===== src/rtl/bmem_arb.sv =====
// Two-way round-robin line-fill arbiter: imem (_i) and dmem (_d) share one external
// line-read port; an abandoned fill is drained before the port is granted again.
//
// state  | meaning
// IDLE   | port free, arbitrate pending requests
// BUSY_I | fill in flight for imem, dv forwarded to imem
// BUSY_D | fill in flight for dmem, dv forwarded to dmem
// DRAIN  | client abandoned its fill, wait for the bus to answer
module bmem_arb #(
  parameter int BLK_LEN = 58,
  parameter int LINE    = 512
) (
  input  logic               clk,
  input  logic               rst_n,
  input  logic [BLK_LEN-1:0] b_addr_i,
  input  logic               b_rd_i,
  output logic               b_dv_i,
  output logic [LINE-1:0]    b_rdata_i,
  input  logic [BLK_LEN-1:0] b_addr_d,
  input  logic               b_rd_d,
  output logic               b_dv_d,
  output logic [LINE-1:0]    b_rdata_d,
  output logic [BLK_LEN-1:0] b_addr,
  output logic               b_rd,
  input  logic [LINE-1:0]    b_rdata,
  input  logic               b_dv
);

  typedef enum logic [1:0] {
    IDLE   = 2'd0,
    BUSY_I = 2'd1,
    BUSY_D = 2'd2,
    DRAIN  = 2'd3
  } state_t;

  state_t               state_q, state_d;
  logic                 last_q, last_d;   // 0: imem served last, 1: dmem served last
  logic [BLK_LEN-1:0]   addr_q, addr_d;

  always_comb begin
    state_d = state_q;
    last_d  = last_q;
    addr_d  = addr_q;
    case (state_q)
      IDLE: begin
        if (b_rd_d && (!b_rd_i || !last_q)) begin
          state_d = BUSY_D;
          addr_d  = b_addr_d;
          last_d  = 1'b1;
        end else if (b_rd_i) begin
          state_d = BUSY_I;
          addr_d  = b_addr_i;
          last_d  = 1'b0;
        end
      end
      BUSY_I: begin
        if (b_dv)         state_d = IDLE;
        else if (!b_rd_i) state_d = DRAIN;
      end
      BUSY_D: begin
        if (b_dv)         state_d = IDLE;
        else if (!b_rd_d) state_d = DRAIN;
      end
      DRAIN: begin
        if (b_dv) state_d = IDLE;
      end
      default: state_d = IDLE;
    endcase
  end

  always_ff @(posedge clk or negedge rst_n) begin
    if (!rst_n) begin
      state_q <= IDLE;
      last_q  <= 1'b0;
      addr_q  <= '0;
    end else begin
      state_q <= state_d;
      last_q  <= last_d;
      addr_q  <= addr_d;
    end
  end

  // b_rd comes straight from the state flops so it cannot glitch
  assign b_rd      = (state_q != IDLE);
  assign b_addr    = addr_q;
  assign b_dv_i    = (state_q == BUSY_I) && b_dv && b_rd_i;
  assign b_dv_d    = (state_q == BUSY_D) && b_dv && b_rd_d;
  assign b_rdata_i = b_rdata;
  assign b_rdata_d = b_rdata;

endmodule

===== config.mk =====
export PLATFORM = sky130hd
export DESIGN_NAME = bmem_arb
export DESIGN_NICKNAME = d
export VERILOG_FILES = /design/src/rtl/bmem_arb.sv
export SDC_FILE = /design/constraint.sdc
export NUM_CORES = 1
export LEC_CHECK = 0
export BUFFER_PORTS_ARGS = -buffer_cell sky130_fd_sc_hd__buf_2
export CORE_AREA = 5 5 669 671
export CTS_CLUSTER_SIZE = 28
export DETAILED_ROUTE_END_ITERATION = 10
export DIE_AREA = 0 0 674 676
export RECOVER_POWER = 50
export SLEW_MARGIN = 20
export SYNTH_ARGS = -nofsm -noshare
export SYNTH_HDL_FRONTEND = slang
export SYNTH_SLANG_ARGS = --single-unit

===== constraint.sdc =====
create_clock -name clk -period 2.3 [get_ports clk]
set_clock_uncertainty 0.15 [all_clocks]
set_input_delay 0 -clock clk [delete_from_list [all_inputs] [get_ports clk]]
set_output_delay 0 -clock clk [all_outputs]
set_load 0.02 [all_outputs]

==> results of run 1 <==
cell families (layout without fill, tap and decap cells):
family | after synthesis | in the layout | synth area share
fa+ha+maj | 5 | 5 | 0.00589
flops | 61 | 61 | 0.144
mux | 60 | 60 | 0.0566
other cells | 0 | 69 | 0
buf+inv | 1047 | 874 | 0.737
compound gates | 66 | 66 | 0.0327
simple gates | 63 | 63 | 0.0237
cell usage in the layout (no fill, tap or decap):
master	Yosys	routed
clkbuf_2	0	3
diode_2	0	69
mux2i_1	59	58
dlymetal6s4s_1	0	2
a21oi_1	3	3
buf_16	0	2
buf_2	4	164
mux2_2	1	1
o21ai_1	58	58
dfrtp_1	61	61
nand2_1	58	58
and3_1	2	2
mux2i_2	0	1
clkinvlp_4	0	3
dlygate4sd3_1	0	412
inv_1	4	4
buf_6	6	1
nor3b_1	1	1
buf_4	1025	3
a21boi_4	0	1
o21bai_1	1	1
buf_12	0	5
o221ai_1	1	1
inv_6	0	1
bufinv_16	0	1
ha_1	5	5
nand2b_1	1	1
o21ai_4	0	1
a31oi_1	1	1
buf_8	1	1
clkbuf_1	7	259
clkbuf_16	0	11
nand3b_1	1	1
clkinv_2	0	1
clkinv_4	0	1
routing by layer:
metal,share of wire,global-route usage,vias up
li1,-,-,2752
met1,0.24,0.107,4481
met2,0.42,0.228,1868
met3,0.29,0.202,584
met4,0.047,0.0507,144
met5,0.0029,0.00260,-
metrics by stage:
stage          setup TNS, ps  setup WS, ps  instance area [um2]  total power, mW
2_1_floorplan              0           659                10600             6.23
3_3_place_gp               0           543                11200             4.92
3_5_place_dp               0           450                11200             4.98
4_1_cts                    0          43.0                20300             12.8
5_1_grt                -57.9         -15.5                16800             12.5
6_report                   0          25.0                16900             11.8
repair_timing:
action | 4_1_cts | 5_1_grt
setup buffers | 0 | 6
resized for setup | 0 | 8
setup endpoints to repair | 0 | 8
hold endpoints to repair | 1145 | 11
hold buffers | 648 | 11
sequential cells by signal (all words and copies together), names as in the netlist:
register and flops:
b_addr 58, last_q 1, state_q 2
worst register-to-register path, cell delays in order, from the launching register on:
cell and delay [ps]:
dfrtp_1 400, a21boi_4 250, buf_12 150, buf_12 130, clkbuf_16 240, mux2i_1 190, dlygate4sd3_1 570, o21ai_1 70
layout make-up:
type | instances | area, um2
flip-flops and latches | 61 | 1530
fillers | 52300 | 424000
inverters | 4 | 15.0
clock buffers | 9 | 225
diodes | 69 | 173
multi-input cells | 194 | 1280
clock inverters | 7 | 75.1
repair buffers | 854 | 6210
well taps | 5904 | 7390
worst max path at each step:
| stage | startpoint | endpoint | cells after the start |
|---|---|---|---|
| after floorplan | state_q[0]$_DFFE_PN0P_ | state_q[0]$_DFFE_PN0P_ | 5 |
| after global placement | state_q[1]$_DFFE_PN0P_ | state_q[0]$_DFFE_PN0P_ | 5 |
| after detailed placement | state_q[1]$_DFFE_PN0P_ | state_q[0]$_DFFE_PN0P_ | 5 |
| after CTS | last_q$_DFFE_PN0P_ | b_addr[30]$_DFFE_PN0P_ | 6 |
| after global routing | last_q$_DFFE_PN0P_ | b_addr[9]$_DFFE_PN0P_ | 7 |
| final | last_q$_DFFE_PN0P_ | b_addr[28]$_DFFE_PN0P_ | 7 |
power by group through the flow:
stage / sequential [mW] / clock [mW] / combinational (mW)
final: 1.93 / 1.64 / 8.27
after global routing: 1.96 / 1.74 / 8.81
after CTS: 1.90 / 1.77 / 9.15
after detailed placement: 1.91 / 0 / 3.06
after global placement: 1.91 / 0 / 3.02
after floorplan: 2.50 / 0 / 3.73
==> results.md, run 1 <==
- Synth Area per Inst: roughly 8.2 um2
- Area contributors post-synth: buf_4 (72%), dfrtp_1 (14%), mux2i_1 (5.6%)
- Row count: ~240
- Vias per inst: 1.38
- Worst r2r dst: b_addr[28]$_DFFE_PN0P_
- Sw frac: 0.650
- Drt total wl: between 300,000 and 400,000 um
- Critical path type: flop to flop
- Layout Cells excl Fill: 7,102
- Startpoint types: flop
- CP max-delay cell: dlygate4sd3_1
- Int Power: 4.15 mW
- Syn nets: 1,940
- Slew Viols, Final: 152
- Worst Hold Launch: b_addr_i[50]
- Layout Nets: 1,762
- Hold depth: 4
- CTS Buffer Depth: 2
- Detailed-route via count: 9,829
- First-pass GRT wire length: 380,000 um
- 1st-iter DRT viols: ~710
- Worst-path clk slew: 80 ps
- I/O pins: 1,718
- Pre-Repair DR Iteration Count: 5
- Total CTS buffers: 9
- Clk sink count: 61
- CP bufs+invs: 4
- Synth unique cells: 22
- Failing checks: capacitance limit, slew limit
- Yosys synthesis warning count: 0
- Post-synthesis sequential area ratio: 0.144
- LEAKAGE: between 4 and 5 nW
- Final hold vios: 0
- Critical path's most frequent cell: buf_12
- Setup violators final: 0
- Post-DP HPWL: roughly 330,000 um
- Post-synthesis cell area: 0.0106 mm2
- FF-to-FF path depth: 7
- Hold WS: 72.1 ps
- Clk pwr share: 0.138
- Pwr/cell area: about 700 mW/mm2
- Clk_lat worst skew: roughly 390 ps
- Global Route Usage Sum: 0.151
- CTS tree: built
- Largest net degree at the start of global routing: 61
- Most common flop cell mapped by yosys: dfrtp_1
- Combinational power share: 0.698
- Crit share post-route: 0.989
- Drc violations: 0
- Crit path max-delay family: buffers and inverters
- Worst IR Drop VDD: about 0.40 mV
- Port Buffer Count: 181
- Routed WL per cell: 50.9 um
- Die area: about 0.46 mm2
- CP Capture Type: flop
- Synth Instances: between 1,000 and 1,500
- Fmax: 0.440 GHz
- GRT overflow: 0
- Layout cell share with drive strength beyond 1: 0.178
- FF-to-FF setup slack: 30 ps
- DP Cell Count: 6,351
- Die extent in x: ~670 um
- Synth area leader: buf_4
- Status: complete, but fails checks
- Initial antenna violation count: around 280
- Core footprint: between 0.4 and 0.5 mm2
- Placer congestion estimate: 0.732
- Clock H-tree levels: 3
- Area growth from synthesis to layout: 59.0%
- Synth cell count leaders: buf_4 (1,025), dfrtp_1 (61), mux2i_1 (59)
- Initial core utilization: 0.0241
- CP arrival: approximately 2400 ps
- FF+latch count, synth: 61
- CP max FO: 10
- Class of the worst hold path: primary input to flop
- Reg-to-reg critical path startpoint: last_q$_DFFE_PN0P_
- Final ANT Viol Nets: 0
- Crit path cell chain: a21boi_4 > buf_12 > buf_12 > clkbuf_16 > mux2i_1 > dlygate4sd3_1 > o21ai_1
- EDFF count, synth: 0
- Async SR Flop Fraction: 1.00
- Measured slew at the worst slew-check pin: 2400 ps
- Count leader, synth: buf_4
- Max Cap Viol: ~160
- Fin crit period: 2270 ps
- Vias in the first global route: ~8,400
- Min-Delay Endpoint: b_addr[50]$_DFFE_PN0P_
- Die span in y: approximately 680 um
- CP max stage delay: 570 ps
- Fin util: 0.0384
- Rel. slew slack: -0.592
- Critical path required time: 2430 ps
- Share of the synthesized area in the top cell type: 0.724
- Root buffer cell: clkbuf_16
- Register share of total power: 0.163
- Switching pwr: 7.70 mW
(Power assumes the default switching activity.)
==> inputs of run 2 (changes only) <==
CORE_AREA = 5 5 676 678   (was 5 5 669 671)
DIE_AREA = 0 0 681 683   (was 0 0 674 676)
RECOVER_POWER = not set   (was 50)
clock period = 2.63 ns   (was 2.3 ns; I/O delays follow)
==> results.md, run 2 (synthesized netlist as in run 1, its figures left out) <==
- Status: complete, but fails checks
- Failing checks: hold timing
- Critical path type: flop to flop
- First-pass GRT wire length: 368,000 um (-3.3%)
- Slew Viols, Final: 0 (-100%)
- Measured slew at the worst slew-check pin: 1290 ps (-1110 ps)
- Commonest non-fill, non-tap cell in the layout: dlygate4sd3_1
- Vias per inst: 1.30 (-6.4%)
- 1st-iter DRT viols: 858 (+21%)
- Clk sink count: 61 (unchanged)
- Drt total wl: 347,000 um (-4.0%)
- Initial antenna violation count: 122 (-57%)
- Layout cell share with drive strength beyond 1: 0.379 (+0.201)
- Fmax: 0.426 GHz (-3.0%)
- CP max stage delay: 640 ps (+70 ps)
- Rel. slew slack: 0.136 (+0.728)
- Row count: 247 (+1.2%)
- Worst IR Drop VDD: 0.352 mV (-11%)
- CP arrival: 2490 ps (+90 ps)
- Post-DP HPWL: 315,000 um (-3.9%)
- Setup violators final: 0 (unchanged)
- Final ANT Viol Nets: 0 (unchanged)
- Drc violations: 0 (unchanged)
- LEAKAGE: 6.04 nW (+40%)
- CP bufs+invs: 2 (-2)
- CTS Buffer Depth: 2 (unchanged)
- DP Worst Slack: 686 ps (+236 ps)
- Worst-path clk slew: 80 ps (about the same)
- CTS tree: built
- Resize count post-CTS: 0 (unchanged)
- CP max-delay cell: dlygate4sd3_1
- Detailed-route via count: 9,258 (-5.8%)
- Hold Buf Count CTS: 650 (+0.31%)
- Routed WL per cell: 48.5 um (-4.6%)
- Crit path max-delay family: buffers and inverters
- Most frequent cells in the layout: dlygate4sd3_1 (440), buf_12 (202), buf_2 (201)
- Crit path cell chain: a21boi_4 > buf_12 > mux2i_1 > dlygate4sd3_1 > o21ai_1
- RSZ-0062 raised after global routing: false
- Initial core utilization: 0.0236 (-0.000538)
- Core footprint: 0.451 mm2 (+2.3%)
- GRT overflow: 0 (unchanged)
- CP Capture Type: flop
- Placer congestion estimate: 0.752 (+2.8%)
- Die extent in x: 681 um (+1.0%)
- Pwr/cell area: 531 mW/mm2 (-24%)
- Die span in y: 683 um (+1.0%)
- Largest net degree at the start of global routing: 59 (-3.3%)
- Vias in the first global route: 8,532 (+1.5%)
- Area growth from synthesis to layout: 90.0%
- Total CTS buffers: 9 (unchanged)
- Hold WS: -8.78 ps (-80.8 ps)
- Clk_lat worst skew: 400 ps (about the same)
- Final setup margin: 285 ps (+260 ps)
- Port Buffer Count: 181 (unchanged)
- Critical path required time: 2780 ps (+350 ps)
- Layout Nets: 1,754 (-0.45%)
- Crit share post-route: 0.892 (-0.0975)
- Max Cap Viol: 0 (-100%)
- CP max FO: 32 (+22)
- Pre-Repair DR Iteration Count: 7 (+2)
- Fin util: 0.0448 (+0.00648)
- Final hold vios: 14 (+14)
- Global Route Usage Sum: 0.143 (-0.00805)
- Startpoint types: flop
- Setup repair bufs after CTS: 0 (unchanged)
- Fin crit period: 2340 ps (+70.0 ps)
- Clock H-tree levels: 3 (unchanged)
- Class of the worst hold path: primary input to primary output
- I/O pins: 1,718 (unchanged)
- Root buffer cell: clkbuf_16
- Final TNS setup: 0 ps (unchanged)
- Largest register FFs: 58 (unchanged)
- Die area: 0.465 mm2 (+2.1%)
[run 2: cell count changes in the layout (fill, tap and decap cells not counted), sizes merged]
cell	before	now
clkbuf	273	10
buf	176	405
dlygate4sd3	412	440
diode	69	51
dlymetal6s4s	2	0
[run 2: through the flow]
stage / instances / power [mW] / instance area [um2] / hold slack [ps]
CTS: 7087 / 11.1 / 20100 / 0.0432
finish: 7148 / 10.7 / 20200 / -8.78
global route: 7130 / 11.4 / 20200 / 0.0332
floorplan: 1302 / 5.45 / 10600 / -446
detailed placement: 6421 / 4.33 / 11300 / -150
global placement: 6421 / 4.26 / 11300 / -150
[run 2: report_power, final]
part           total (mW)  switching [mW]  internal [mW]
clock                1.44           0.704          0.740
sequential           1.68           0.276           1.40
combinational        7.60            5.58           2.02
total                10.7            6.56           4.16
[run 2: worst paths after layout]
path / start / end / slack (ps) / cells after the start
max in group asynchronous: rst_n / b_addr[26]$_DFFE_PN0P_ / 1350 / 3
min reg2reg: b_addr[32]$_DFFE_PN0P_ / b_addr[32]$_DFFE_PN0P_ / 330 / 2
min in group asynchronous: rst_n / b_addr[7]$_DFFE_PN0P_ / 150 / 2
max: last_q$_DFFE_PN0P_ / b_addr[13]$_DFFE_PN0P_ / 290 / 5
min: b_rdata[106] / b_rdata_i[106] / -9 / 1
max reg2reg: last_q$_DFFE_PN0P_ / b_addr[13]$_DFFE_PN0P_ / 290 / 5
[run 2: layout make-up]
cell class,instances,area [um2]
sequential,61,1530
inverter,4,15.0
antenna,51,128
tap,5976,7480
clock buffer,9,225
clock inverter,7,75.1
multi-input combinational,194,1280
timing repair buffer,846,9470
fill,53300,430000
[run 2: worst reg2reg max path, cell delays in order, from the launching register on]
cell and delay (ps):
dfrtp_1 430, a21boi_4 170, buf_12 220, mux2i_1 560, dlygate4sd3_1 650, o21ai_1 80
[run 2: layer usage]
layer | wire length [um] | vias to the layer above | global-route usage
met3 | 100000 | 358 | 0.191
met4 | 13500 | 44 | 0.0487
met1 | 87600 | 4473 | 0.107
met2 | 145000 | 1657 | 0.210
met5 | 300 | - | 0
li1 | - | 2726 | -
